[src/rtl/morse_pkg.sv]
// Shared Morse timing definitions: FSM encodings and unit multipliers used by the
// keyer and the matching dot/dash decoder.
package morse_pkg;

  localparam logic [2:0] IDLE     = 3'd0;
  localparam logic [2:0] MARK     = 3'd1;
  localparam logic [2:0] SPACE    = 3'd2;
  localparam logic [2:0] CHAR_GAP = 3'd3;
  localparam logic [2:0] WORD_GAP = 3'd4;

  localparam int unsigned DOT_UNITS      = 1;
  localparam int unsigned DASH_UNITS     = 3;
  localparam int unsigned ELEM_GAP_UNITS = 1;
  localparam int unsigned CHAR_GAP_UNITS = 3;
  localparam int unsigned WORD_GAP_UNITS = 7;

  // Longest phase is the word gap, so it sets the duration counter width.
  function automatic int unsigned dur_cnt_width(input int unsigned unit_ticks);
    return $clog2(WORD_GAP_UNITS * unit_ticks + 1);
  endfunction

endpackage

[src/rtl/morse_unit_timer.sv]
// Loadable down-counter; expired_o is high while the count sits at zero.
module morse_unit_timer
  import morse_pkg::*;
#(
  parameter int unsigned UNIT_TICKS = 4,
  parameter int unsigned CntW       = dur_cnt_width(UNIT_TICKS)
) (
  input  logic            clk_i,
  input  logic            rst_ni,
  input  logic            load_i,
  input  logic [CntW-1:0] load_val_i,
  output logic            expired_o
);

  logic [CntW-1:0] cnt_q, cnt_d;

  // Saturates at zero rather than wrapping.
  always_comb begin
    cnt_d = cnt_q;
    if (load_i) begin
      cnt_d = load_val_i;
    end else if (cnt_q != '0) begin
      cnt_d = cnt_q - 1'b1;
    end
  end

  always_ff @(posedge clk_i or negedge rst_ni) begin
    if (!rst_ni) begin
      cnt_q <= '0;
    end else begin
      cnt_q <= cnt_d;
    end
  end

  assign expired_o = (cnt_q == '0);

endmodule

[src/rtl/morse_code_tx.sv]
// Morse keyer: takes one character pattern per handshake and plays it out as a timed
// key signal with dot/dash qualifiers and a done pulse.
module morse_code_tx
  import morse_pkg::*;
#(
  parameter int unsigned UNIT_TICKS = 6_000_000,
  parameter int unsigned MAX_LEN    = 5
) (
  input  logic               clk,
  input  logic               reset_n,
  input  logic               in_valid,
  output logic               in_ready,
  input  logic [2:0]         sym_len,
  input  logic [MAX_LEN-1:0] sym_bits,
  output logic               key_out,
  output logic               dot_out,
  output logic               dash_out,
  output logic               done
);

  localparam int unsigned CntW = dur_cnt_width(UNIT_TICKS);

  function automatic logic [CntW-1:0] ticks(input int unsigned units);
    return CntW'(units * UNIT_TICKS - 1);
  endfunction

  logic [2:0]         state_q, state_d;
  logic [2:0]         elem_q, elem_d;
  logic [MAX_LEN-1:0] shift_q, shift_d;
  logic               key_q, key_d;
  logic               dot_q, dot_d;
  logic               dash_q, dash_d;
  logic               done_q, done_d;

  logic               tmr_load;
  logic [CntW-1:0]    tmr_val;
  logic               tmr_expired;
  logic [2:0]         len_clamped;

  assign in_ready    = (state_q == IDLE);
  assign len_clamped = (sym_len > 3'(MAX_LEN)) ? 3'(MAX_LEN) : sym_len;

  always_comb begin
    state_d  = state_q;
    elem_d   = elem_q;
    shift_d  = shift_q;
    done_d   = 1'b0;
    tmr_load = 1'b0;
    tmr_val  = '0;
    unique case (state_q)
      IDLE: begin
        if (in_valid) begin
          // Left-align so the element being sent is always the MSB.
          shift_d  = sym_bits << (MAX_LEN - int'(len_clamped));
          elem_d   = len_clamped;
          tmr_load = 1'b1;
          if (len_clamped == 3'd0) begin
            state_d = WORD_GAP;
            tmr_val = ticks(WORD_GAP_UNITS);
          end else begin
            state_d = MARK;
            tmr_val = shift_d[MAX_LEN-1] ? ticks(DASH_UNITS) : ticks(DOT_UNITS);
          end
        end
      end
      MARK: begin
        if (tmr_expired) begin
          elem_d   = elem_q - 3'd1;
          tmr_load = 1'b1;
          if (elem_q == 3'd1) begin
            state_d = CHAR_GAP;
            tmr_val = ticks(CHAR_GAP_UNITS);
          end else begin
            state_d = SPACE;
            shift_d = shift_q << 1;
            tmr_val = ticks(ELEM_GAP_UNITS);
          end
        end
      end
      SPACE: begin
        if (tmr_expired) begin
          state_d  = MARK;
          tmr_load = 1'b1;
          tmr_val  = shift_q[MAX_LEN-1] ? ticks(DASH_UNITS) : ticks(DOT_UNITS);
        end
      end
      CHAR_GAP, WORD_GAP: begin
        if (tmr_expired) begin
          state_d = IDLE;
          done_d  = 1'b1;
        end
      end
      default: state_d = IDLE;
    endcase
  end

  // Outputs follow the next state so they line up with state_q after the edge.
  always_comb begin
    key_d  = (state_d == MARK);
    dot_d  = key_d & ~shift_d[MAX_LEN-1];
    dash_d = key_d & shift_d[MAX_LEN-1];
  end

  always_ff @(posedge clk or negedge reset_n) begin
    if (!reset_n) begin
      state_q <= IDLE;
      elem_q  <= '0;
      shift_q <= '0;
      key_q   <= 1'b0;
      dot_q   <= 1'b0;
      dash_q  <= 1'b0;
      done_q  <= 1'b0;
    end else begin
      state_q <= state_d;
      elem_q  <= elem_d;
      shift_q <= shift_d;
      key_q   <= key_d;
      dot_q   <= dot_d;
      dash_q  <= dash_d;
      done_q  <= done_d;
    end
  end

  morse_unit_timer #(
    .UNIT_TICKS (UNIT_TICKS),
    .CntW       (CntW)
  ) u_timer (
    .clk_i      (clk),
    .rst_ni     (reset_n),
    .load_i     (tmr_load),
    .load_val_i (tmr_val),
    .expired_o  (tmr_expired)
  );

  assign key_out  = key_q;
  assign dot_out  = dot_q;
  assign dash_out = dash_q;
  assign done     = done_q;

endmodule

[config.mk]
export PLATFORM = sky130hd
export DESIGN_NAME = morse_code_tx
export DESIGN_NICKNAME = d
export VERILOG_FILES = /design/src/rtl/morse_pkg.sv /design/src/rtl/morse_unit_timer.sv /design/src/rtl/morse_code_tx.sv
export SDC_FILE = /design/constraint.sdc
export NUM_CORES = 1
export LEC_CHECK = 0
export BUFFER_PORTS_ARGS = -buffer_cell sky130_fd_sc_hd__buf_4
export CELL_PAD_IN_SITES_DETAIL_PLACEMENT = 0
export CELL_PAD_IN_SITES_GLOBAL_PLACEMENT = 1
export CORE_MARGIN = 8
export CORE_UTILIZATION = 50
export CTS_BUF_LIST = sky130_fd_sc_hd__clkbuf_8
export DETAILED_ROUTE_END_ITERATION = 10
export PLACE_DENSITY = 0.95
export REMOVE_ABC_BUFFERS = 1
export SKIP_LAST_GASP = 1
export SYNTH_ARGS = -nofsm -noshare
export SYNTH_HDL_FRONTEND = slang
export SYNTH_SLANG_ARGS = --single-unit
export TNS_END_PERCENT = 10
[constraint.sdc]
create_clock -name clk -period 5.4 [get_ports clk]
set_input_delay 1.35 -clock clk [delete_from_list [all_inputs] [get_ports clk]]
set_output_delay 1.35 -clock clk [all_outputs]
set_load 0.05 [all_outputs]
* Word-level counts from Yosys, hierarchy flattened *
Index checks and enable logic that the tools add are counted.

operators by class
  add/sub/neg operators = 3
  multipliers = 0
  divide/modulo/power cells = 0
  magnitude comparators = 1
  eq/ne operators = 9
  shift-type cells = 1
  mux-type cells = 29
  bitwise logic cells = 3
  reductions and logical operators = 10

operators with widths
  cell                                                                   number
  25-bit 2-to-1 mux                                                      5
  26-bit 2-to-1 mux                                                      4
  26-bit case mux with 3 select lines                                    1
  5-bit by 32-bit << shifter with 5-bit output                           1
  26-bit zero test                                                       1
  26-bit nonzero test                                                    1
  26-bit by 1-bit subtractor with 26-bit output, second input constant   1
  3-bit 2-to-1 mux                                                       8
  5-bit 2-to-1 mux                                                       3
  3-bit case mux with 4 select lines                                     1
  5-bit case mux with 2 select lines                                     1
  3-bit by 1-bit equality test with 1-bit output, second input constant  3
  3-bit by 2-bit equality test with 1-bit output, second input constant  2
  3-bit zero test                                                        2
  2-bit inequality test, second input constant                           3
  3-bit case mux with 2 select lines                                     1
  1-bit 2-to-1 mux                                                       4
  4-bit AND reduction                                                    1
  2-bit nonzero test                                                     2
  2-bit OR reduction                                                     2
  3-bit by 3-bit subtractor with 4-bit output, first input constant      1
  3-bit equality test, second input constant                             1
  3-bit greater-than comparator, second input constant                   1
  3-bit AND reduction                                                    1
  other kinds (4)                                                        5

word-level totals
  bits in registers = 41
  latch bits = 0
  memory bits (writable) = 0
  ROM bits = 0
  input bits = 11
  output and inout port bits = 5
  logic and storage cells = 65
  memories = 0

* Longest topological paths before layout *
  word-level depth = 9
  gate-level depth with buffers = 9
  mapped depth without buffers = 8

* Modules after synthesis *
From an unflattened synthesis, not the netlist that was laid out.

second synthesis, totals
  cell total of the unflattened synthesis = 301
  area total of the unflattened synthesis = 2660.1 µm²

by module, submodules not included
  module            instances  cells an instance  area an instance (µm²)
  morse_unit_timer  1          171                1535.2
  morse_code_tx     1          130                1124.8

* Worst setup path after synthesis *
Ideal clock, no wire load.

  path type = input to register
  start = in sym_len[2]
  end = reg dot_q, in the netlist dot_out
  data arrival time = 2965 ps
  data required time = 5333 ps
  path slack = 2369 ps
  stages = 9
  buffers on the path = 1
  cell sequence = clkbuf_1 nand2b_1 inv_1 ha_1 nor2b_1 o221a_2 a21oi_1 a2bb2oi_1 and3b_1

on the way
  cells in the longest elaborated chain, start to end = 8
  elaborated cells between the ends (all ways) = 13
  those cells by class = add/sub (1); order compare (1); eq/ne (1); shift (1); mux (6); bitwise (2); reduce/logical (1)

ends and longest elaborated chain
  element                                                                                          line                                       source
  from (decl)                                                                                      morse_code_tx.sv:13                        input logic [2:0] sym_len,
  3-bit greater-than comparator                                                                    morse_code_tx.sv:41                        assign len_clamped = (sym_len > 3'(MAX_LEN)) ? 3'(MAX_LEN) : sym_len;
  3-bit 2-to-1 mux (*)                                                                             morse_code_tx.sv:41
  3-bit by 3-bit subtractor with 4-bit output / 3-bit zero test (equally long branches)            morse_code_tx.sv:54, morse_code_tx.sv:57
  5-bit by 32-bit << shifter with 5-bit output / 3-bit 2-to-1 mux (equally long branches)          morse_code_tx.sv:54, morse_code_tx.sv:57
  5-bit 2-to-1 mux / 3-bit 2-to-1 mux (equally long branches)                                      morse_code_tx.sv:52                        if (in_valid) begin
  5-bit case mux with 2 select lines / 3-bit case mux with 4 select lines (equally long branches)  morse_code_tx.sv:50                        unique case (state_q)
  1-bit NOT / 3-bit by 1-bit equality test with 1-bit output (equally long branches)               morse_code_tx.sv:100, morse_code_tx.sv:99
  1-bit AND (*)                                                                                    morse_code_tx.sv:100                       dot_d = key_d & ~shift_d[MAX_LEN-1];
  named net dot_d                                                                                  morse_code_tx.sv:31                        logic dot_q, dot_d;
  to (signal assigned)                                                                             morse_code_tx.sv:118                       dot_q <= dot_d;
  to (decl)                                                                                        morse_code_tx.sv:31

Mark *: on every way through the listed nets, which the timed path passes. The rest lies on a longest branch. The select of a mux whose other input is x is not followed.
A chain may end at the register's enable or synchronous reset.

* Worst setup path after layout *
  start = reg u_timer.cnt_q[0]
  end = reg state_q[0]

on the way
  cells in the longest elaborated chain, start to end = 3
  elaborated cells between the ends (all ways) = 5
  those cells by class = mux (4); reduce/logical (1)

ends and longest elaborated chain
  element                                     line                                                           source
  from (decl)                                 morse_unit_timer.sv:15                                         logic [CntW-1:0] cnt_q, cnt_d;
  from (signal assigned)                      morse_unit_timer.sv:31                                         cnt_q <= cnt_d;
  26-bit zero test (*)                        morse_unit_timer.sv:35                                         assign expired_o = (cnt_q == '0);
  3-bit 2-to-1 mux, on equally long branches  morse_code_tx.sv:88, morse_code_tx.sv:67, morse_code_tx.sv:81
  3-bit case mux with 4 select lines (*)      morse_code_tx.sv:50
  named net state_d[0]                        morse_code_tx.sv:27                                            logic [2:0] state_q, state_d;
  to (signal assigned)                        morse_code_tx.sv:114                                           state_q <= state_d;
  to (decl)                                   morse_code_tx.sv:27

Mark *: on every way through the listed nets, which the timed path passes. The rest lies on a longest branch.

==> impl_results.md <==
- CP Capture Type: register
- Most common cell in the netlist: dfrtp_1
- Synth Area in Compound Gates: 0.173
- First-pass DRT Iterations: 4
- Setup ws final: 2480 ps
- Final Hold Slack: 479 ps
- Worst-path clk slew: 80 ps
- Final min period: 2920 ps
- Vias per Instance: 5.86
- Pre-CTS setup slack: 2260 ps
- Hold_buf cts: 0
- Ant. Diodes: 0
- Num CTS Buffers: 5
- Post-Synth Adder-Cell Area: 0.0191
- Initial Utilization: 0.518
- Post-synthesis sequential area ratio: 0.391
- Initial antenna violation count: 0
- Synth unique cells: 56
- P_leak: 0.00113 µW
- Top FF cell, synth: dfrtp_1
- Per-cell routed wire length: 16.4 µm
- Fin. max-slew vios: 0
- Avg Inst Size Synth: 8.87 µm²
- CTS tree: yes
- Status: complete, no violations
- Gpl congestion: 0.878
- Post-Route M1 WL: 2660 µm
- Worst path required time: 5570 ps
- Grt ovf: 0
- Slew HR: 0.484
- Die area: 7830 µm²
- Final worst-path cycle share: 0.540
- Total core area: 5070 µm²
- Post-CTS setup buffer count: 0
- Largest net degree at the start of global routing: 42
- Syn Std Cell Area: 2630 µm²
- Final nets: 318
- CTS Sinks: 41
- Height of the die: 88.5 µm
- Synth Area in XOR/XNOR: 0.0634
- Detail Route Antenna Nets: 0
- First-pass GRT wire length: 10200 µm
- Die extent in x: 88.5 µm
- Design area: 2850 µm²
- Largest area contributor in the netlist: dfrtp_1
- Synth Instances: 296
- Post-synthesis register bit count: 41
- Tightest Hold Check Type: reg -> reg
- Bufs on Longest Clock Path: 2
- Vias in the first global route: 2203
- Post-cts sizing count: 0
- Maximum clock rate: 343 MHz
- Number of synthesized flops with an enable pin: 0
- Uppermost routed layer: met4
- Htree depth: 2
- Share of layout cells above drive strength 1: 0.128
- Starting DRT DRC Count: 126
- Largest family of logic cells by synthesized area: simple AND/OR/NAND/NOR gates
- Worst-skew pair later-pin latency: 300 ps
- WP data arrival: 3090 ps
- Post-route DRC violation count: 0
- Synth top area share: 0.391
- Drt total wl: 6140 µm
- Commonest cells in the netlist: dfrtp_1 (41), nand2_1 (29), nor2_1 (28)
- Via count: 2193
- VDD IR max: 213 µV
- CP startpoint kind: register
- Synth area leaders: dfrtp_1 (39%), nand2_1 (4.1%), nor2_1 (4.0%), xor2_1 (4.0%), a21oi_1 (3.8%)
- Pin slew with the least headroom to its limit: 772 ps
- Synth Area in Simple Gates: 0.295
- WL met2: 3060 µm
- Met3 wire length: 349 µm
- Power per cell area: 410 nW/µm²
- Clock Skews: 3.78 ps
- RSZ-0062 raised after global routing: no
- Setup Viol. Count Final: 0
- GR Util All Layers: 0.167
- Placement Rows: 26
- DP Wirelength: 4450 µm
- IO buf count: 15
- Max-Cap Viols: 0
- WS Path Type: reg -> reg
- Total I/O pin count: 16
- Ys Warns: 0
- Synthesis-to-finish area growth: 8.48%
- Final hold viol count: 0
- Final TNS setup: 0 ps
- Clock root buffer: clkbuf_8
- Ys async rst share: 1.00
- CP max FO: 9
- Placed Area: 2760 µm²
- Post-synthesis mux area share: 0.0195
==> kinds of logic (layout without fill, tap and decap cells) <==
kind of cell    count (synthesis)  after routing
compound gates                 68             68
xor+xnor                       19             19
fa+ha+maj                       4              4
buf+inv                        23             31
flops                          41             41
mux                             5              5
simple gates                  136            136
==> power by group <==
group | switching, µW | total, µW | internal [µW] | leakage (µW)
combinational | 254 | 438 | 184 | 0.000582
sequential | 111 | 523 | 412 | 0.000495
clock | 116 | 207 | 91.7 | 0.0000481
==> flip-flops by register name, indices dropped and copies added (netlist names) <==
signal and cells:
state_q 3, dash_out 1, elem_q 3, shift_q 5, u_timer.cnt_q 26, key_out 1
done 1, dot_out 1
==> path summary, 6_finish.rpt <==
check | to | start | depth (start not counted) | slack (ps)
setup / recovery | state_q[0] | u_timer.cnt_q[0] | 7 | 2480
setup reg to reg | state_q[0] | u_timer.cnt_q[0] | 7 | 2480
hold reg to reg | shift_q[1] | shift_q[0] | 2 | 480
max in group asynchronous | u_timer.cnt_q[4] | reset_n | 1 | 4030
min in group asynchronous | u_timer.cnt_q[18] | reset_n | 1 | 1010
hold / removal | shift_q[1] | shift_q[0] | 2 | 480
==> area by class of cell <==
cell class	count	area, µm²
clock buffers	5	68.8
clock inverters	3	22.5
fillers	478	2230
inverters	7	26.3
multi-input cells	232	1500
flip-flops and latches	41	1030
well taps	70	87.6
repair buffers	16	120
==> through the flow <==
stage / std cells / power, µW / utilization
CTS: 374 / 1170 / 0.561
finish: 374 / 1170 / 0.561
detailed placement: 366 / 961 / 0.543
global placement: 366 / 951 / 0.543
global route: 374 / 1250 / 0.561
floorplan: 280 / 830 / -
==> critical path: stages, from the launching register on <==
cell     delay, ps
dfrtp_1        400
inv_1           90
ha_1           240
nor4b_1        300
nand4_1        570
nor2_2         640
a21oi_1        140
o31ai_1        390
==> layer usage <==
layer / track usage / vias up
met5: 0 / -
met4: 0.0568 / 0
met3: 0.0501 / 9
met2: 0.283 / 51
met1: 0.195 / 1036
li1: - / 1097
==> cell usage in the layout (no fill, tap or decap), types with 4 or more instances in the layout <==
cell,n
a211oi_1,4
a21oi_1,20
buf_4,16
clkbuf_8,5
dfrtp_1,41
ha_1,4
inv_1,7
mux2i_1,4
nand2_1,29
nand2b_1,11
nand3_1,11
nor2_1,28
nor3_1,8
nor4_1,7
nor4b_1,4
o211ai_1,5
o21ai_0,16
o31ai_1,4
or3_1,5
or4_1,5
xnor2_1,7
xor2_1,12
Power figures use the tool's default switching activity.
